<file path="config.mk">
export PLATFORM = sky130hd
export DESIGN_NAME = sramlike_sram_responder
export DESIGN_NICKNAME = d
export VERILOG_FILES = /design/src/rtl/sramlike_pkg.sv /design/src/rtl/sramlike_wen_gen.sv /design/src/rtl/sramlike_sram_responder.sv
export SDC_FILE = /design/constraint.sdc
export NUM_CORES = 1
export LEC_CHECK = 0
export CAP_MARGIN = 20
export CELL_PAD_IN_SITES_DETAIL_PLACEMENT = 1
export CELL_PAD_IN_SITES_GLOBAL_PLACEMENT = 1
export CORE_AREA = 2 2 80 82
export CTS_BUF_LIST = sky130_fd_sc_hd__clkbuf_8
export DETAILED_ROUTE_END_ITERATION = 8
export DIE_AREA = 0 0 82 84
export DONT_BUFFER_PORTS = 1
export PLACE_DENSITY_LB_ADDON = 0.1
export REMOVE_ABC_BUFFERS = 1
export SYNTH_ARGS = -nofsm -noshare
export SYNTH_HDL_FRONTEND = slang
export SYNTH_HIERARCHICAL = 1
export SYNTH_SLANG_ARGS = --single-unit
export TNS_END_PERCENT = 100
</file>
<file path="constraint.sdc">
create_clock -name clk -period 0.99 [get_ports clk]
set_input_delay 0.198 -clock clk [delete_from_list [all_inputs] [get_ports clk]]
set_output_delay 0.198 -clock clk [all_outputs]
set_load 0.02 [all_outputs]
</file>
<file path="src/rtl/sramlike_pkg.sv">
// Shared definitions for the sram-like responder: transfer sizes, FSM encoding, LFSR seed.
// No logic of its own; the LFSR step helper is only used when back-pressure is compiled in.
package sramlike_pkg;

    localparam logic [1:0] SIZE_BYTE = 2'b00;
    localparam logic [1:0] SIZE_HALF = 2'b01;
    localparam logic [1:0] SIZE_WORD = 2'b10;

    typedef enum logic [1:0] {
        IDLE = 2'b00,
        WAIT = 2'b01,
        RESP = 2'b10
    } state_t;

    localparam logic [7:0] LFSR_SEED = 8'hA5;

    // Fibonacci form of x^8 + x^6 + x^5 + x^4 + 1
    function automatic logic [7:0] lfsr_next(input logic [7:0] cur);
        return {cur[6:0], cur[7] ^ cur[5] ^ cur[4] ^ cur[3]};
    endfunction

endpackage

</file>
<file path="src/rtl/sramlike_wen_gen.sv">
// Byte-lane write-enable decode from size and address low bits; purely combinational.
// Reads, misaligned writes and size 11 produce no lanes, so the access still completes harmlessly.
module sramlike_wen_gen
    import sramlike_pkg::*;
(
    input  logic       wr,
    input  logic [1:0] size,
    input  logic [1:0] addr_lo,
    output logic [3:0] wen
);

    always_comb begin
        wen = 4'b0000;
        if (wr) begin
            case (size)
                SIZE_BYTE: wen = 4'b0001 << addr_lo;
                SIZE_HALF: if (!addr_lo[0]) wen = addr_lo[1] ? 4'b1100 : 4'b0011;
                SIZE_WORD: if (addr_lo == 2'b00) wen = 4'b1111;
                default:   wen = 4'b0000;
            endcase
        end
    end

endmodule

</file>
<file path="src/rtl/sramlike_sram_responder.sv">
// Sram-like slave in front of a 1-cycle synchronous SRAM; data_ok LATENCY cycles after accept, one transaction in flight.
// addr_ok drops while waiting; `RESP_RANDOM_DELAY_EN adds LFSR-driven addr_ok gating and extra wait cycles.
module sramlike_sram_responder
    import sramlike_pkg::*;
#(
    parameter int unsigned LATENCY = 1
) (
    input  logic        clk,
    input  logic        rst,
    input  logic        req,
    input  logic        wr,
    input  logic [1:0]  size,
    input  logic [31:0] addr,
    input  logic [31:0] wdata,
    output logic        addr_ok,
    output logic        data_ok,
    output logic [31:0] rdata,
    output logic        ram_en,
    output logic [3:0]  ram_wen,
    output logic [31:0] ram_addr,
    output logic [31:0] ram_wdata,
    input  logic [31:0] ram_rdata
);

`ifdef RESP_RANDOM_DELAY_EN
    // up to 3 extra wait cycles on top of LATENCY-1 need a fifth bit
    localparam int CNT_W = 5;
`else
    localparam int CNT_W = 4;
`endif
    localparam logic [CNT_W-1:0] LAST_WAIT = CNT_W'(LATENCY - 1);

    state_t             state;
    state_t             state_nxt;
    logic [CNT_W-1:0]   cnt;
    logic [CNT_W-1:0]   wait_target;
    logic               accept;
    logic               direct_resp;
    logic               issue_gate;
    logic               rd_pend;
    logic [31:0]        hold;
    logic [3:0]         wen_dec;

`ifdef RESP_RANDOM_DELAY_EN
    logic [7:0] lfsr;
    logic [1:0] extra;

    always_ff @(posedge clk) begin
        if (rst) begin
            lfsr  <= LFSR_SEED;
            extra <= 2'b00;
        end else begin
            lfsr <= lfsr_next(lfsr);
            if (accept) extra <= lfsr[2:1];
        end
    end

    assign issue_gate  = lfsr[0];
    assign wait_target = LAST_WAIT + CNT_W'(extra);
    assign direct_resp = (LATENCY == 1) && (lfsr[2:1] == 2'b00);
`else
    assign issue_gate  = 1'b1;
    assign wait_target = LAST_WAIT;
    assign direct_resp = (LATENCY == 1);
`endif

    assign accept = req & addr_ok;

    sramlike_wen_gen u_wen_gen (
        .wr      (wr),
        .size    (size),
        .addr_lo (addr[1:0]),
        .wen     (wen_dec)
    );

    always_ff @(posedge clk) begin
        if (rst) state <= IDLE;
        else     state <= state_nxt;
    end

    always_comb begin
        state_nxt = state;
        case (state)
            IDLE: if (accept) state_nxt = direct_resp ? RESP : WAIT;
            WAIT: if (cnt == wait_target) state_nxt = RESP;
            RESP: begin
                if (accept) state_nxt = direct_resp ? RESP : WAIT;
                else        state_nxt = IDLE;
            end
            default: state_nxt = IDLE;
        endcase
    end

    // outputs are forced quiet during reset regardless of the state register
    always_comb begin
        addr_ok   = ~rst & issue_gate & (state != WAIT);
        data_ok   = ~rst & (state == RESP);
        ram_en    = accept;
        ram_wen   = accept ? wen_dec : 4'b0000;
        ram_addr  = addr;
        ram_wdata = wdata;
        rdata     = rst ? 32'h0 : (rd_pend ? ram_rdata : hold);
    end

    // counter holds the number of wait cycles already spent, starting at 1 in the first WAIT cycle
    always_ff @(posedge clk) begin
        if (rst) begin
            cnt <= '0;
        end else if (accept) begin
            cnt <= CNT_W'(1);
        end else if (state == WAIT && cnt != wait_target) begin
            cnt <= cnt + CNT_W'(1);
        end
    end

    always_ff @(posedge clk) begin
        if (rst) begin
            rd_pend <= 1'b0;
            hold    <= 32'h0;
        end else begin
            rd_pend <= accept & ~wr;
            if (rd_pend) hold <= ram_rdata;
        end
    end

endmodule

</file>
[Word level (Yosys, flattened, before mapping)]
Index checks and enable logic that the tools add are counted.
Storage, ports and cells
  register bits: 39
  bits of input ports: 102
  output and inout bits: 103
  word-level logic and storage cells: 43
Cells by class
  add/subtract/negate cells: 1
  eq/ne operators: 7
  shift-type cells: 1
  muxes and demuxes: 14
  bitwise operators: 6
  reduce and logical (&&, ||, !) cells: 9
Operators by type and width (count)
  two-way mux 32 bit: 2
  two-way mux 4 bit: 5
  one-hot mux 4 bit (3 select lines): 1
  logical NOT 2 bit: 3
  two-way mux 2 bit: 3
  one-hot mux 2 bit (3 select lines): 1
  adder 4 x 1 -> 4 bit, second input constant: 1
  AND 1 bit: 4
  == test 2 x 1 -> 1 bit, second input constant: 2
  == test 2 bit, second input constant: 2
  logical NOT 4 bit: 1
  inequality test 2 bit, second input constant: 2
  nonzero test 4 bit: 1
  << shifter 1 x 2 -> 4 bit, first input constant: 1
  two-way mux 1 bit: 2
  inequality test 2 x 1 -> 1 bit, second input constant: 1
  NOT 1 bit: 2
  AND reduction 2 bit: 1
  nonzero test 2 bit: 1
  OR reduction 2 bit: 1
  logical AND 1 bit: 1

[Logic depth before layout (Yosys ltp)]
  depth after elaboration: 5
  gate-level depth with buffers: 4
  depth with buffers taken out: 3

[Hierarchy]
The synthesis kept the hierarchy.
Modules (own cells, without submodules)
  sramlike_sram_responder: instances 1, cells each 179, area each 1754.2 µm², seq. area each 680.7 µm²
  sramlike_wen_gen: instances 1, cells each 13, area each 96.3 µm², seq. area each 0.0 µm²

[Worst setup path after synthesis]
Ideal clock, no wire load.
  kind: reg-to-output
  start: register rd_pend
  end: output port rdata[0]
  data arrival time: 974 ps
  data required time: 792 ps
  path slack: -182 ps
  stages on the path, launching flop included: 5
  buffers on the path: 2
  path through: dfxtp_1 -> buf_6 -> buf_12 -> mux2i_1 -> nor2_1
On the way
  word-level cells in the longest chain between the ends: 2
RTL lines
  from (decl): line sramlike_sram_responder.sv:40  | logic rd_pend;
  from (signal assigned): line sramlike_sram_responder.sv:121  | rd_pend <= accept & ~wr;
  two-way mux 32 bit (2 in a row)
  to (decl): line sramlike_sram_responder.sv:17  | output logic [31:0] rdata,
No other way between the ends.

[Worst setup path after layout]
  start: register rd_pend
  end: output port rdata[28]
Same word-level chain as after synthesis.

==> flow_metrics.py <==
metrics = {
    "outcome": {
        "status": "finished, violations left",
        "violations": "negative setup slack",
    },
    "sta": {
        "hold_ws_ps": 2.801,
        "fin_ws_ps": -495.8,
        "rsz0062_at_grt": "true",
        "max_freq_mhz": 673.0,
        "period_share": 1.501,
        "relSlewSlack": 0.7983,
        "finalHoldViolCount": 0,
        "setup_violations": 60,
        "slew_violations": 0,
        "fin_skew_ps": 3.310,
        "period_needed_ps": 1486,
        "worstMarginPinSlew_ps": 302.2,
    },
    "floorplanning": {
        "num_io_pins": 205,
        "placeableCoreArea_um2": 6096,
        "die_w_um": 82,
        "die_area_um2": 6888,
        "die_height_um": 84,
        "start_util": 0.3036,
        "num_rows": 29,
    },
    "placement": {
        "hpwlAfterDp_mm": 4.923,
        "dp_cells": 210,
        "gp_congestion": 0.6590,
        "portBuffers": 0,
    },
    "drt": {
        "wl_mm": 6.185,
        "routedWlPerCell_um": 27.61,
        "via_per_inst": 4.871,
        "first_iter_violations": 21,
        "ant_nets": 0,
        "drc": 0,
        "dr.pass1.iters": 3,
        "detailroute.via_count": 1091,
    },
    "setup_path": {
        "path_class": "reg2out",
        "cp_data_arrival_time_ps": 1290,
        "cp-start-kind": "register",
        "end_kind": "output pin",
        "cp_data_required_time_ps": 790,
        "path_max_fanout": 8,
    },
    "clock_tree": {
        "cts_tree": "built",
        "cts.clk_slew.worst_paths_ps": 70,
        "numCtsBuffers": 5,
        "cts_num_sinks": 34,
        "clock_path_buffers": 2,
        "clk_latency_ps": 280,
        "cts-root-buf": "clkbuf_8",
        "postCtsHoldBufs": 2,
        "ctsHtreeMaxLevel": 2,
    },
    "global_routing": {
        "gr-total-overflow": 0,
        "track_usage": 0.1752,
        "grt_pass1_wl_mm": 8.162,
        "grt_pass1_vias": 1141,
        "antenna_found_initial": 0,
        "grt_max_degree": 37,
    },
    "min_path": {
        "min_path_type": "in2reg",
    },
    "finish": {
        "drive_gt1_frac": 0.4150,
        "antenna_cells": 0,
        "final_core_util": 0.3005,
        "nNetsFinal": 248,
        "multi_input_area_um2": 744.5,
        "seq_area_um2": 684.4,
        "area_growth_pct": -1.014,
        "fin_cells": 224,
        "fillers": 698,
    },
    "synth": {
        "synth_seq_cells": 34,
        "ys_top_cells_by_area": "dfxtp_1 37%, buf_4 26%, mux2i_1 17%",
        "syn_area_um2": 1851,
        "yosys.area.top_type": "dfxtp_1",
        "synth_warnings": 6,
        "synthCells": 192,
        "ys_seq_area_frac": 0.3678,
        "synth_top_area_frac": 0.3678,
        "avgSynthCellArea_um2": 9.638,
        "synth_cell_types": 22,
    },
    "power_and_ir_drop": {
        "power_mw": 2.982,
        "power_density_nw_per_um2": 1628,
        "p_leak_nw": 0.6551,
        "peakVddDrop_mv": 0.6031,
    },
    "run": {
        "drv_cap": 0,
    },
}
## power by group
group / switching [mW] / internal (mW)
combinational: 0.173 / 0.149
sequential: 0.0187 / 1.41
clock: 0.496 / 0.732
## through the flow
stage                     setup slack [ps]  cell area [um2]  setup TNS [ps]
after floorplan                     -999.2             1279          -62330
after global placement              -222.5             1499           -9113
after detailed placement            -232.7             1499          -10300
after CTS                           -510.6             1757          -16340
after global routing                -579.1             1832          -19560
final                               -495.8             1832          -15380
## cells in the final DEF (no fill, tap or decap), types with 2 or more instances in the layout
| cell type | netlist | final |
|---|---|---|
| mux2i_1 | 32 | 27 |
| and2_4 | 0 | 4 |
| clkbuf_8 | 0 | 5 |
| dfxtp_1 | 34 | 33 |
| nor2_1 | 32 | 8 |
| mux2i_2 | 0 | 2 |
| buf_4 | 64 | 14 |
| nor2b_1 | 3 | 3 |
| buf_12 | 3 | 2 |
| nor2_2 | 0 | 21 |
| inv_1 | 2 | 4 |
| mux2i_4 | 0 | 3 |
| nor2_4 | 0 | 3 |
| nand2b_1 | 2 | 2 |
| dlygate4sd3_1 | 0 | 2 |
## cell families after synthesis
family | share of synthesized area
flip-flops | 0.3678
AND/OR/NAND/NOR | 0.1163
multiplexers | 0.1731
XOR/XNOR | 0.009468
buffers and inverters | 0.3131
AO/OA/AOI/OAI | 0.02028
## routing by layer
metal,GRT usage,vias to the layer above,wire (um)
li1,-,462,-
met3,0.1396,19,1165
met4,0.1197,0,408
met5,0,-,0
met1,0.1549,491,1661
met2,0.2646,119,2950
## repair_timing
item	CTS	global route
pin swaps	6	8
setup endpoints to repair	60	63
buffers inserted	1	3
gates resized for setup	37	12
cloned	1	0
hold endpoints to repair	10	8
## area by class of cell
cell class,count,share of cell area
Tap cell,77,0.05260
Multi-Input combinational cell,84,0.4064
Inverter,2,0.004098
Sequential cell,34,0.3736
Timing Repair Buffer,19,0.1052
Clock buffer,5,0.03757
Clock inverter,3,0.02049
## worst max-delay path: stages (launching register included)
cell and delay [ps]:
dfxtp_4 410, buf_12 150, mux2i_1 200, nor2_1 80
buf_4 160
## final timing paths
check | startpoint | to | slack [ps] | cells past startpoint
min | rst | hold[22] | 3 | 1
max | rd_pend | rdata[28] | -500 | 4
max reg2reg | rd_pend | hold[3] | -70 | 3
min reg2reg | hold[20] | hold[20] | 530 | 2
## cells in the mapped netlist
master	count
o21ai_0	1
xnor2_1	1
nor2b_4	1
buf_2	4
buf_12	3
or3b_1	1
nand3b_1	1
nor2b_1	3
a21oi_1	1
buf_6	1
buf_4	64
nand2b_1	2
xor2_1	1
a211oi_1	1
inv_1	2
o2bb2ai_1	1
and2_1	4
nor2_1	32
dfxtp_1	34
nor4b_1	1
mux2i_1	32
o2111a_1	1
## sequential cells by signal, indices dropped and copies added (netlist names)
name	count
rd_pend	1
hold	32
state	1
Power figures use the tool's default switching activity.
==> RTL change: new RTL, same settings <==
Remove the case item `SIZE_BYTE` of the case on `size`.
--- a/src/rtl/sramlike_wen_gen.sv
+++ b/src/rtl/sramlike_wen_gen.sv
@@ -15,3 +15,2 @@
             case (size)
-                SIZE_BYTE: wen = 4'b0001 << addr_lo;
                 SIZE_HALF: if (!addr_lo[0]) wen = addr_lo[1] ? 4'b1100 : 4'b0011;
Function: changed (Yosys sat finds a counterexample within 4 cycles, from zero or initial values and one cycle with rst high).
==> RTL change against the unedited design <==
The flow still finishes with violations (setup timing); sequential cell count unchanged; setup slack better by 4.0 ps; cell area shrank 0.55%; via count up 1.4%; total power down 7.6%; synthesized area fell by 0.68%; die area did not move; wire length is 0.23% lower; largest cell class is now sequential cells.
==> RTL change: results (changes against the unedited design) <==
- Setup TNS: -18780 ps (was -15380 ps)
- Placed Area: 0.00164 mm² (was 0.00150 mm²)
- Leak pwr: 0.752 nW (was 0.655 nW)
- Met3 Use GR: 13.9% (was 14.0%)
- M1 wire length: 1840 µm (was 1660 µm)
- First-pass GRT wire length: 7890 µm (was 8160 µm)
- Synth Area in Compound Gates: 0% (was 2.03%)
- Failing checks: setup timing (unchanged)
- Final Worst Setup Slack: -492 ps (was -496 ps)
- Total track usage: 17.0% (was 17.5%)
- Setup repair bufs after CTS: 0 (was 1)
- Critical Path Fanout Max: 10 (was 8)
- Psw: 0.649 mW (was 0.687 mW)
- Status: finished with violations (unchanged)
- # nets final: 266 (was 248)
- Top Registers: hold: 32 flops, rd_pend: 1 flops, state: 1 flops (unchanged)
- Pre-CTS WS: -555 ps (was -233 ps)
- Comb pwr share: 11.9% (was 10.8%)
- WL met2: 3060 µm (was 2950 µm)
- Metal3 WL: 1180 µm (was 1170 µm)
- Synth top area cells: dfxtp_1 37%, buf_4 27%, mux2i_1 18% (was dfxtp_1 37%, buf_4 26%, mux2i_1 17%)
- Grt met1 use: 15.4% (was 15.5%)
- Placed cell count: 229 (was 210)
- Flop pwr share: 51.9% (was 48.0%)
- Vias/cell: 4.65 (was 4.87)
- Rel. slew slack: 78.8% (was 79.8%)
- Finish-stage setup viols: 62 (was 60)
- WL per Instance: 25.9 µm (was 27.6 µm)
- Grt met2 use: 28.1% (was 26.5%)
- Share of cells above drive strength 1: 34.2% (was 41.5%)
- Final estimated routing congestion in global placement: 0.655 (was 0.659)
- Synth Instances: 190 (was 192)
- Synth Area in XOR/XNOR: 0% (was 0.947%)
- Yosys cell types: 14 (was 22)
- Total number of vias: 1106 (was 1091)
- Post-synthesis adder-cell area fraction: 1.36% (was 0%)
- Post-synthesis sequential area ratio: 37.0% (was 36.8%)
-- RTL change: cell types whose count changed after synthesis, sizes merged, moves of 2 or more --
cell / delta
nor2: +2
ha: +2
nand2b: -2
buf: +2
-- RTL change: final cells by class --
class | instances | area [µm²] | area share [%]
Sequential cell | 34 | 684 | 37.6
Multi-Input combinational cell | 79 | 602 | 33.0
Timing Repair Buffer | 39 | 340 | 18.7
Tap cell | 77 | 96.3 | 5.29
Clock buffer | 6 | 82.6 | 4.53
Inverter | 3 | 16.3 | 0.893
-- RTL change: worst paths after layout --
| path | to | slack, ps | cells after the start |
|---|---|---|---|
| worst max-delay path | rdata[23] | -490 | 4 |
| worst min-delay path | hold[23]$_DFF_P_ | 2 | 1 |
| worst max register to register | hold[4]$_DFF_P_ | -120 | 4 |
| worst min register to register | hold[16]$_DFF_P_ | 520 | 2 |
-- RTL change: what timing repair did --
action / CTS / global route
endpoints found under the hold margin: 9 / 6
setup endpoints to repair: 62 / 68
pin swaps: 6 / 3
resized for setup: 17 / 1
gates cloned: 0 / 1
